`src/rtl/rx_pkg.sv`:
```
// Shared definitions for the UART receive sequencer: FSM state codes,
// frame-length constants, the shift-register reset value and a frame-length helper.
package rx_pkg;

    typedef enum logic [1:0] {
        ST_IDLE  = 2'd0,
        ST_START = 2'd1,
        ST_DATA  = 2'd2,
        ST_DONE  = 2'd3
    } rx_state_e;

    localparam logic [3:0] FRAME_LEN_9  = 4'd9;
    localparam logic [3:0] FRAME_LEN_10 = 4'd10;
    localparam logic [3:0] FRAME_LEN_11 = 4'd11;

    localparam logic [9:0] SR_RESET = 10'h3FF;

    // Total shift count for a frame, start bit included.
    function automatic logic [3:0] frame_len(input logic eight, input logic pen);
        logic [3:0] len;
        case ({eight, pen})
            2'b00:   len = FRAME_LEN_9;
            2'b11:   len = FRAME_LEN_11;
            default: len = FRAME_LEN_10;
        endcase
        return len;
    endfunction

endpackage

```
`src/rtl/rx_bit_timer.sv`:
```
// Bit-time counter for the receive sequencer: free-runs from a synchronous clear
// and flags the half-bit and full-bit points against the programmed baud divisor.
module rx_bit_timer #(
    parameter int CNT_W = 19
) (
    input  logic             clk_i,
    input  logic             reset_i,
    input  logic             clr_i,
    input  logic [CNT_W-1:0] baud_k_i,
    output logic             mid_o,
    output logic             full_o
);

    logic [CNT_W-1:0] tcnt_q;
    logic [CNT_W-1:0] tcnt_d;

    assign tcnt_d = clr_i ? '0 : tcnt_q + 1'b1;

    always_ff @(posedge clk_i or posedge reset_i) begin
        if (reset_i) begin
            tcnt_q <= '0;
        end else begin
            tcnt_q <= tcnt_d;
        end
    end

    assign mid_o  = (tcnt_q == (baud_k_i >> 1));
    assign full_o = (tcnt_q == (baud_k_i - 1'b1));

endmodule

```
`src/rtl/rx_ctrl.sv`:
```
// UART receive sequencer: start-bit detect, bit timing, 10-bit right-shift register
// and sticky ready/parity/framing/overrun flags. Define RX_SYNC_EN to add a 2-flop rx synchroniser.
module rx_ctrl
    import rx_pkg::*;
#(
    parameter int CNT_W = 19
) (
    input  logic             clk,
    input  logic             reset,
    input  logic             rx,
    input  logic [CNT_W-1:0] baud_k,
    input  logic             eight,
    input  logic             pen,
    input  logic             ohel,
    input  logic             clr_rdy,
    output logic [9:0]       sr,
    output logic             rxrdy,
    output logic             perr,
    output logic             ferr,
    output logic             ovf,
    output logic [1:0]       dbg_state
);

    rx_state_e  state_q;
    logic [9:0] sr_q;
    logic [9:0] sr_d;
    logic [3:0] bcnt_q;
    logic [3:0] len_q;
    logic       eight_q;
    logic       pen_q;
    logic       ohel_q;
    logic       rxrdy_q;
    logic       perr_q;
    logic       ferr_q;
    logic       ovf_q;

    logic       rx_s;
    logic       mid;
    logic       full;
    logic       shift_en;
    logic       tmr_clr;
    logic       par_odd;
    logic       perr_set;
    logic       perr_keep;
    logic       ferr_keep;
    logic       ovf_keep;

`ifdef RX_SYNC_EN
    logic [1:0] sync_q;

    always_ff @(posedge clk or posedge reset) begin
        if (reset) begin
            sync_q <= 2'b11;
        end else begin
            sync_q <= {sync_q[0], rx};
        end
    end

    assign rx_s = sync_q[1];
`else
    assign rx_s = rx;
`endif

    assign shift_en = ((state_q == ST_START) && mid && !rx_s) ||
                      ((state_q == ST_DATA) && full);

    // The counter sits at zero while the line idles high, so the detect edge is tick 1.
    assign tmr_clr = shift_en ||
                     (state_q == ST_DONE) ||
                     ((state_q == ST_IDLE) && rx_s) ||
                     ((state_q == ST_START) && mid && rx_s);

    rx_bit_timer #(
        .CNT_W(CNT_W)
    ) u_timer (
        .clk_i   (clk),
        .reset_i (reset),
        .clr_i   (tmr_clr),
        .baud_k_i(baud_k),
        .mid_o   (mid),
        .full_o  (full)
    );

    assign sr_d = {rx_s, sr_q[9:1]};

    // 7-bit parity frames still carry the start bit in sr[0], 8-bit ones do not.
    assign par_odd   = eight_q ? (^sr_q[8:0]) : (^sr_q[8:1]);
    assign perr_set  = pen_q & (par_odd != ohel_q);
    assign perr_keep = perr_q & ~clr_rdy;
    assign ferr_keep = ferr_q & ~clr_rdy;
    assign ovf_keep  = ovf_q & ~clr_rdy;

    always_ff @(posedge clk or posedge reset) begin
        if (reset) begin
            state_q <= ST_IDLE;
            sr_q    <= SR_RESET;
            bcnt_q  <= 4'd0;
            len_q   <= FRAME_LEN_10;
            eight_q <= 1'b0;
            pen_q   <= 1'b0;
            ohel_q  <= 1'b0;
            rxrdy_q <= 1'b0;
            perr_q  <= 1'b0;
            ferr_q  <= 1'b0;
            ovf_q   <= 1'b0;
        end else begin
            if (clr_rdy) begin
                rxrdy_q <= 1'b0;
                perr_q  <= 1'b0;
                ferr_q  <= 1'b0;
                ovf_q   <= 1'b0;
            end
            case (state_q)
                ST_IDLE: begin
                    if (!rx_s) begin
                        state_q <= ST_START;
                        bcnt_q  <= 4'd0;
                        len_q   <= frame_len(eight, pen);
                        eight_q <= eight;
                        pen_q   <= pen;
                        ohel_q  <= ohel;
                    end
                end
                ST_START: begin
                    if (mid) begin
                        if (rx_s) begin
                            state_q <= ST_IDLE;
                        end else begin
                            sr_q    <= sr_d;
                            bcnt_q  <= 4'd1;
                            state_q <= ST_DATA;
                        end
                    end
                end
                ST_DATA: begin
                    if (full) begin
                        sr_q   <= sr_d;
                        bcnt_q <= bcnt_q + 4'd1;
                        if (bcnt_q == (len_q - 4'd1)) begin
                            state_q <= ST_DONE;
                        end
                    end
                end
                ST_DONE: begin
                    // Set terms override a coincident clr_rdy.
                    state_q <= ST_IDLE;
                    rxrdy_q <= 1'b1;
                    ferr_q  <= ferr_keep | ~sr_q[9];
                    perr_q  <= perr_keep | perr_set;
                    ovf_q   <= ovf_keep | rxrdy_q;
                end
                default: state_q <= ST_IDLE;
            endcase
        end
    end

    assign sr        = sr_q;
    assign rxrdy     = rxrdy_q;
    assign perr      = perr_q;
    assign ferr      = ferr_q;
    assign ovf       = ovf_q;
    assign dbg_state = state_q;

endmodule

```
`config.mk`:
```
export PLATFORM = sky130hd
export DESIGN_NAME = rx_ctrl
export DESIGN_NICKNAME = d
export VERILOG_FILES = /design/src/rtl/rx_pkg.sv /design/src/rtl/rx_bit_timer.sv /design/src/rtl/rx_ctrl.sv
export SDC_FILE = /design/constraint.sdc
export NUM_CORES = 1
export LEC_CHECK = 0
export ABC_AREA = 1
export CAP_MARGIN = 40
export CELL_PAD_IN_SITES_DETAIL_PLACEMENT = 0
export CELL_PAD_IN_SITES_GLOBAL_PLACEMENT = 1
export CORE_MARGIN = 1.5
export CORE_UTILIZATION = 45
export CTS_BUF_LIST = sky130_fd_sc_hd__clkbuf_2
export DETAILED_ROUTE_END_ITERATION = 8
export MAX_ROUTING_LAYER = met4
export PLACE_DENSITY = 0.95
export RECOVER_POWER = 50
export SKIP_CTS_REPAIR_TIMING = 1
export SYNTH_ARGS = -nofsm -noshare
export SYNTH_HDL_FRONTEND = slang
export SYNTH_HIERARCHICAL = 1
export SYNTH_SLANG_ARGS = --single-unit
```
`constraint.sdc`:
```
create_clock -name clk -period 4.1 [get_ports clk]
set_input_delay 0.615 -clock clk [delete_from_list [all_inputs] [get_ports clk]]
set_output_delay 0.615 -clock clk [all_outputs]
set_load 0.05 [all_outputs]
```
Yosys cells after proc, flatten, opt, wreduce, memory -nomap -nowiden --
Cells that the tools add are included. W data, S select, Z words.
Storage, ports and cells: register bits after elaboration 46, latch bits 0, bits in writable memories 0, bits in read-only memories 0, input port bits 26, word-level logic and storage cells 83, memories 0
Cells by class: add/sub/neg operators 4, $mul 0, divide/modulo/power cells 0, $lt $le $gt $ge 0, equal/unequal tests 13, shifts and indexed selects 0, mux-type cells 23, bitwise logic cells 10, reductions and logical operators 21
Operators with widths (count):
- $mux W10 | 3
- $pmux W10 S2 | 1
- $add A19 B1 Y19 const B | 1
- $eq A19 B18 Y1 | 1
- $eq A19 B19 Y1 | 1
- $mux W19 | 1
- $sub A19 B1 Y19 const B | 1
- $mux W4 | 4
- $pmux W4 S3 | 1
- $mux W2 | 5
- $reduce_xor A9 Y1 | 1
- $ne A2 B2 Y1 const B | 4
- $pmux W2 S4 | 1
- $reduce_and A4 Y1 | 2
- $reduce_xor A8 Y1 | 1
- $eq A2 B2 Y1 const B | 3
- $mux W1 | 6
- $logic_and A1 B1 Y1 | 5
- $reduce_and A5 Y1 | 1
- $add A4 B1 Y4 const B | 1
- $and A1 B1 Y1 | 4
- $eq A4 B4 Y1 | 1
- $logic_not A2 Y1 | 2
- $logic_or A1 B1 Y1 | 4
- 11 further kinds | 16

Longest topological paths before layout --
Gate-level depths: netlist of the first run.
depth after elaboration 8, gate-level depth with buffers 19, gate-level depth less buffers 19

Modules after synthesis --
The synthesis of the first run kept the hierarchy.
By module, submodules not included:
- rx_bit_timer | instances 1, cells an instance 321, area each 1950.6 um^2, seq. area each 475.5 um^2
- rx_ctrl | instances 1, cells an instance 200, area each 1545.2 um^2, seq. area each 639.4 um^2

Worst setup path after synthesis of the first run --
No wires, ideal clock.
kind input-to-reg, start input baud_k[0], end register bcnt_q[2], setup time 0.137 ns, data arrival time 2.363 ns, slack 1.600 ns, stages 17, path buffers 0, cell sequence inv_1 -> ha_1 -> nand2_1 -> nor2_4 -> o21ai_0 -> nand2_1 -> nand3_1 -> nor2_1 -> nand3_1 -> nor2_1 -> o22ai_2 -> inv_2 -> nand2_4 -> nor3_4 -> nand2_1 -> nor2_1 -> nor3_2
Between the ends: word-level cells in the longest chain between the ends 4
RTL lines:
- start: declaration | line rx_ctrl.sv:11 | input logic [CNT_W-1:0] baud_k,
- $sub A19 B1 Y19 | line rx_bit_timer.sv:28 | assign full_o = (tcnt_q == (baud_k_i - 1'b1));
- $eq A19 B19 Y1 | line rx_bit_timer.sv:28
- net full | line rx_ctrl.sv:39 | logic full;
- $ne A2 B2 Y1 (no source line)
- $reduce_and A5 Y1 (no source line)
- end signal: assignment | line rx_ctrl.sv:138 | bcnt_q <= bcnt_q + 4'd1;
- end: declaration | line rx_ctrl.sv:27 | logic [3:0] bcnt_q;
The timed path passes the listed nets, and every way through them passes these cells. A chain may end at the register's enable or synchronous reset.

Worst setup path after layout of the first run --
start input baud_k[0], end register bcnt_q[3]
The elaborated chain is that of the path after synthesis.

==> impl_metrics.toml, run 1 <==
[detailed_routing]
wl_met1_mm = 3.86
initialDrtViolationCount = 138
via_per_inst = 5.07
routed_wl_mm = 8.52
wl_per_cell_um = 12.9
met3_length_um = 359
ant_nets = 0
first_pass_iters = 4
drcViolationCount = 0
routed-wl-met2_mm = 4.09
routed.top_layer = "met4"
dr_total_vias = 3359

[yosys]
synth_seq_cells = 44
synth-xor-area-share_pct = 7.52
synth_compound_area_share_pct = 10.2
synth_edf_count = 0
synth_fa_ha_area_share_pct = 3.22
syn_nets = 556
netlist_instances = 521
synth_top_family_by_area = "simple AND/OR/NAND/NOR gates"
yosysWarnings = 6
synth_area_um2 = 3500
ys_types = 37
synth_flop_cell = "dfrtp_1"
synth.avg_cell_area_um2 = 6.71
async_flop_share_pct = 100
ys_seq_area_share_pct = 31.9
muxShareOfSynthArea_pct = 0
yosys.area_share.simple_pct = 36.5

[critical_path]
cp_cell_sequence = "clkdlybuf4s50_1 > inv_1 > ha_1 > nand2_1 > nor2_4 > o21ai_0 > nand2_1 > nand3_1 > nor2_1 > nand3_1 > nor2_1 > o22ai_2 > inv_2 > nand2_4 > nor4_1 > nor3_1"
r2r_cells = 14
worstPathRequired_ns = 4.39
r2r-start = "u_timer/tcnt_q[3]"
critPathLaunchType = "input port"
cp-end-kind = "flop"
worstPathMaxFanout = 8
cpMaxStageDelayCell = "nor4_1"
worst_ep_arrival_time_ns = 3.31
slowest_delay_ns = 0.45
critPathKind = "input port to flop"
timing.rr.end = "bcnt_q[3]"
rrSetupSlack_ns = 1.63

[timing]
period_share_pct = 73.7
max_slew_margin_pct = 25.9
rsz0062_at_grt = "no"
tns_ns = 0
fin_ws_ns = 1.08
clock.fmax_mhz = 331
hold_viol_final = 0
skew_ns = 0.0225
worst_slew_pin_slew_ns = 1.11
setup_viol = 0
fin_crit_ns = 3.02
slew_viol_final = 0

[min_path]
hold_path.class = "flop to flop"
hp-start = "sr[9]"
min_to = "sr[8]"
hold_depth = 2

[floorplan]
fp.dieH_um = 91.1
core_um2 = 7370
die_w_um = 91.1
initial_utilization_pct = 47.4
io_pins = 42
rows = 31
die_area_um2 = 8310

[outcome]
status = "finished clean"

[grt]
overflow = 0
grt_util_all_layers_pct = 21.9
grt_pass1_wl_mm = 14.6
grt_max_degree = 22
grt_pass1_vias = 3275
antenna_found_initial = 0

[place]
place_area_um2 = 4010
io_buffers = 41
dp.final_hpwl_mm = 6.87
gp_congestion = 0.932
pre_cts_ws_ns = 0.637

[clock_network]
htreeDepth = 2
clk_latency_ns = 0.42
cts_num_sinks = 44
cts-root-buf = "clkbuf_2"
cts_tree = "yes"
cts.clk_slew.worst_paths_ns = 0.23
cts_buffer_depth = 2
cts-buffers-inserted = 5

[cells_and_area]
drive_above_1_share_pct = 8.88
nFillCells = 715
nNetsFinal = 597
design_area_um2 = 4050
antenna_cells = 0
seq_area_um2 = 1110
area_growth_pct = 15.9
multi_input_area_um2 = 2010

[power_and_ir_drop]
vdd.ir_drop.worst_mv = 0.398
p_leak_nw = 1.94
power_density_nw_per_um2 = 541

[job]
cap_violations = 0
[metal layers]
metal  track usage, %  vias to the layer above
li1                 -                     1725
met1             27.5                     1537
met2             36.0                       81
met3             3.43                       16
met4             7.29                        0
met5                -                        -
[worst max-delay path: cells and delay by family]
kind | cells | cell delay [ns]
fa+ha+maj | 1 | 0.23
compound gates | 2 | 0.26
buf+inv | 3 | 0.64
simple gates | 10 | 1.57
[registers in the layout (all words and copies together), names as in the netlist, named ones only]
name,count
eight_q,1
bcnt_q,4
perr,1
pen_q,1
ohel_q,1
dbg_state,1
len_q,2
ferr,1
u_timer/tcnt_q,19
ovf,1
sr,10
rxrdy,1
[placed cells by master, fill, tap and decap left out, types with 2 or more instances in the layout]
master | synthesis | layout
nor3_1 | 13 | 13
o2111ai_1 | 2 | 2
a211oi_1 | 4 | 4
nand3_1 | 26 | 26
inv_2 | 5 | 5
ha_1 | 9 | 9
nor2_1 | 54 | 54
nor2_4 | 4 | 4
nor3_2 | 3 | 3
inv_1 | 79 | 79
nand2_1 | 151 | 151
clkdlybuf4s50_1 | 0 | 40
o21ai_1 | 9 | 9
nor3_4 | 2 | 2
clkbuf_2 | 1 | 5
nand3b_1 | 4 | 4
nand4_1 | 6 | 6
xor2_1 | 17 | 17
o22ai_1 | 4 | 4
xnor2_1 | 13 | 13
a21oi_1 | 17 | 17
dfrtp_1 | 33 | 33
nor4_1 | 3 | 3
o21ai_0 | 24 | 24
nand3_2 | 5 | 5
nor2_2 | 4 | 4
nand2_2 | 4 | 4
dfstp_2 | 11 | 11
[worst max-delay path by stage]
| stage | depth (start not counted) | to | startpoint | slack, ns |
|---|---|---|---|---|
| detailed placement | 16 | bcnt_q[3] | baud_k[0] | 0.64 |
| CTS | 16 | bcnt_q[3] | baud_k[0] | 1.11 |
| floorplan | 17 | bcnt_q[2] | baud_k[0] | 1.60 |
| global route | 16 | bcnt_q[3] | baud_k[0] | 0.97 |
| finish | 16 | bcnt_q[3] | baud_k[0] | 1.08 |
| global placement | 16 | bcnt_q[3] | baud_k[0] | 0.71 |
[synthesized netlist by cell type (2+ instances only)]
cell type | count | area share [%]
a21oi_1 | 17 | 2.4
nor4_1 | 3 | 0.54
o22ai_1 | 4 | 0.72
dfstp_2 | 11 | 8.3
nand4_1 | 6 | 1.1
nor2_1 | 54 | 5.8
nor3_4 | 2 | 0.93
nand2_1 | 151 | 16
inv_2 | 5 | 0.54
nor2_4 | 4 | 1.3
nor3_2 | 3 | 0.86
nor3_1 | 13 | 1.9
nand3b_1 | 4 | 0.86
ha_1 | 9 | 3.2
o21ai_0 | 24 | 3.4
nand3_2 | 5 | 1.4
o2111ai_1 | 2 | 0.50
nor2_2 | 4 | 0.72
a211oi_1 | 4 | 0.86
xnor2_1 | 13 | 3.3
clkbuf_1 | 2 | 0.21
inv_1 | 79 | 8.5
xor2_1 | 17 | 4.3
o21ai_1 | 9 | 1.3
dfrtp_1 | 33 | 24
buf_6 | 2 | 0.64
nand2_2 | 4 | 0.72
buf_2 | 3 | 0.43
nand3_1 | 26 | 3.7
[stage by stage]
| stage | std cells | total power [mW] | hold slack [ns] | util (%) |
|---|---|---|---|---|
| 2_1_floorplan | 521 | 1.64 | 0.453 | - |
| 3_3_place_gp | 653 | 1.92 | 0.466 | 54.0 |
| 3_5_place_dp | 654 | 1.96 | 0.486 | 54.4 |
| 4_1_cts | 662 | 2.21 | 0.522 | 55.3 |
| 5_1_grt | 662 | 2.38 | 0.552 | 55.0 |
| 6_report | 662 | 2.19 | 0.514 | 55.0 |
[cell families after synthesis]
kind of cell,Yosys count
buf+inv,93
flops,44
xor+xnor,30
simple gates,281
fa+ha+maj,9
compound gates,64
[final cells by class]
class	count	area share, %
Clock inverter	3	1.02
Inverter	84	7.78
Multi-Input combinational cell	384	49.6
Clock buffer	5	0.618
Sequential cell	44	27.5
Timing Repair Buffer	43	10.4
Tap cell	99	3.06
[report_power, final]
part | internal (mW) | switching, mW | total (mW)
registers | 0.576 | 0.136 | 0.712
logic | 0.425 | 0.809 | 1.23
clock network | 0.103 | 0.141 | 0.244
(Power assumes the default switching activity.)
==> run 2: changes to the inputs <==
--- a/config.mk
+++ b/config.mk
@@ -10,11 +10,11 @@
 export CELL_PAD_IN_SITES_DETAIL_PLACEMENT = 0
 export CELL_PAD_IN_SITES_GLOBAL_PLACEMENT = 1
 export CORE_MARGIN = 1.5
-export CORE_UTILIZATION = 45
+export CORE_UTILIZATION = 37
 export CTS_BUF_LIST = sky130_fd_sc_hd__clkbuf_2
 export DETAILED_ROUTE_END_ITERATION = 8
 export MAX_ROUTING_LAYER = met4
-export PLACE_DENSITY = 0.95
+export PLACE_DENSITY = 0.88
 export RECOVER_POWER = 50
 export SKIP_CTS_REPAIR_TIMING = 1
 export SYNTH_ARGS = -nofsm -noshare
==> constraint.sdc (replaced) <==
create_clock -name clk -period 2.6 [get_ports clk]
set_input_delay 0.39 -clock clk [delete_from_list [all_inputs] [get_ports clk]]
set_output_delay 0.39 -clock clk [all_outputs]
set_load 0.05 [all_outputs]
==> run 2 against run 1 <==
- final cell count rose by 6.6%
- cell area grew 8.1%
- setup slack lost 0.84 ns
- count of clock-buffer cells in the layout rose by 1
- critical endpoint unchanged
==> impl_metrics.toml, run 2 (synthesized netlist as in run 1, its figures left out) <==
[cells_and_area]
layout_commonest_cell = "nand2_1"
largest_reg_flops = 19
drive_above_1_share_pct = 16.3
design_area_um2 = 4380
area_growth_pct = 25.2
final_cell_mix = "149 x nand2_1, 78 x inv_1, 44 x nor2_1"
regMostFlops = "u_timer/tcnt_q"
antenna_cells = 0
nNetsFinal = 629

[grt]
use_met1_pct = 22.8
grt.met2_usage_pct = 34.2
grt_max_degree = 26
antenna_found_initial = 0
grt_pass1_wl_mm = 15.0
grt_util_all_layers_pct = 18.8
grt_pass1_vias = 3361
met3_usage_pct = 2.09
busiest_layer = "met2"
overflow = 0

[power_and_ir_drop]
p_seq_share_pct = 31.9
vdd.ir_drop.worst_mv = 0.540
intPower_mw = 1.77
pwr-share-clk_pct = 8.5
power_density_nw_per_um2 = 800
p_switching_mw = 1.73
p_leak_nw = 2.16
comb_power_share_pct = 59.5
netSwitchingFraction_pct = 49.5

[detailed_routing]
ant_nets = 0
dr_total_vias = 3428
first_pass_iters = 4
wl_per_cell_um = 12.2
initialDrtViolationCount = 176
routed_wl_mm = 8.62
drcViolationCount = 0
via_per_inst = 4.86

[timing]
setup_viol = 0
slew_viol_final = 0
fin_ws_ns = 0.238
rsz0062_at_grt = "no"
fin_crit_ns = 2.36
skew_ns = 0.0117
clock.fmax_mhz = 423
hold_viol_final = 0
period_share_pct = 90.8
worst_slew_pin_slew_ns = 1.38
max_slew_margin_pct = 8.17
tns_ns = 0

[place]
gp_congestion = 0.851
dp.final_hpwl_mm = 6.91
io_buffers = 41
place_area_um2 = 4260
pre_cts_ws_ns = -0.444

[clock_network]
cts-buffers-inserted = 5
clk_latency_ns = 0.42
cts_num_sinks = 44
htreeDepth = 2
cts.clk_slew.worst_paths_ns = 0.23
cts_buffer_depth = 2
cts-root-buf = "clkbuf_2"
cts_tree = "yes"

[floorplan]
die_area_um2 = 10000
fp.dieH_um = 100
core_um2 = 9200
rows = 35
die_w_um = 100
io_pins = 42
initial_utilization_pct = 38.0

[critical_path]
cp_cell_sequence = "inv_1 > nand2_1 > nand2_1 > inv_1 > nand2_1 > nand2_1 > nor2_1 > nand3_1 > nor2_1 > nand3_1 > nor2_4 > o22ai_2 > inv_2 > nand2_4 > nor3_4 > nand2_1 > nor2_2 > nor3_1"
worstPathRequired_ns = 2.95
crit_buf_inv = 3
cp-end-kind = "flop"
critPathKind = "flop to flop"
worst_ep_arrival_time_ns = 2.71
worstPathMaxFanout = 8
slowest_delay_ns = 0.50
cp_top_family = "simple AND/OR/NAND/NOR gates"
critPathLaunchType = "flop"
cp_common_cell = "nand2_1"
cpMaxStageDelayCell = "dfrtp_1"

[min_path]
hold_path.class = "input port to asynchronous set/reset pin"

[job]
cap_violations = 0

[outcome]
status = "finished clean"
-- run 2: cell count changes in the layout (fill, tap and decap cells not counted), moves of 2 or more --
| cell | change |
|---|---|
| nor2_4 | +3 |
| nor2_1 | -10 |
| buf_4 | +31 |
| nand2_1 | -2 |
| nor2_2 | +7 |
| nand2_2 | +2 |
| clkdlybuf4s50_1 | -9 |
| dlymetal6s2s_1 | +9 |
-- run 2: per-layer routing --
metal	vias up	share of wire, %
met5	-	0
met2	39	50
li1	1794	-
met3	4	2.7
met4	0	0.39
met1	1591	46
-- run 2: area by class of cell --
class,instances,area [um2]
inverters,84,315
fillers,924,4820
repair buffers,75,697
well taps,111,139
clock inverters,2,11.3
flip-flops and latches,44,1120
clock buffers,6,30.0
multi-input cells,384,2070
-- run 2: power groups by stage --
stage / Clock [mW] / Sequential (mW) / Combinational, mW
finish: 0.299 / 1.12 / 2.08
global route: 0.334 / 1.16 / 2.31
CTS: 0.309 / 1.12 / 2.10
detailed placement: 0 / 1.13 / 2.08
global placement: 0 / 1.12 / 2.05
floorplan: 0 / 1.39 / 1.20
-- run 2: path summary, 6_finish.rpt --
check / startpoint / cells past startpoint / slack (ns) / endpoint
hold reg to reg: len_q[1] / 2 / 0.51 / len_q[1]
setup reg to reg: u_timer/tcnt_q[6] / 18 / 0.24 / bcnt_q[3]
hold / removal: reset / 2 / 0.51 / u_timer/tcnt_q[14]
setup / recovery: u_timer/tcnt_q[6] / 18 / 0.24 / bcnt_q[3]
max in group asynchronous: reset / 3 / 0.95 / bcnt_q[2]
min in group clk: len_q[1] / 2 / 0.51 / len_q[1]
-- run 2: metrics by stage --
stage	total power [mW]	hold WS, ns	instances	utilization (%)
after global routing	3.80	0.511	706	47.6
after floorplan	2.59	0.341	521	-
after CTS	3.52	0.313	706	46.7
final	3.50	0.506	706	47.6
after global placement	3.17	0.469	698	46.3
after detailed placement	3.21	0.480	698	46.3
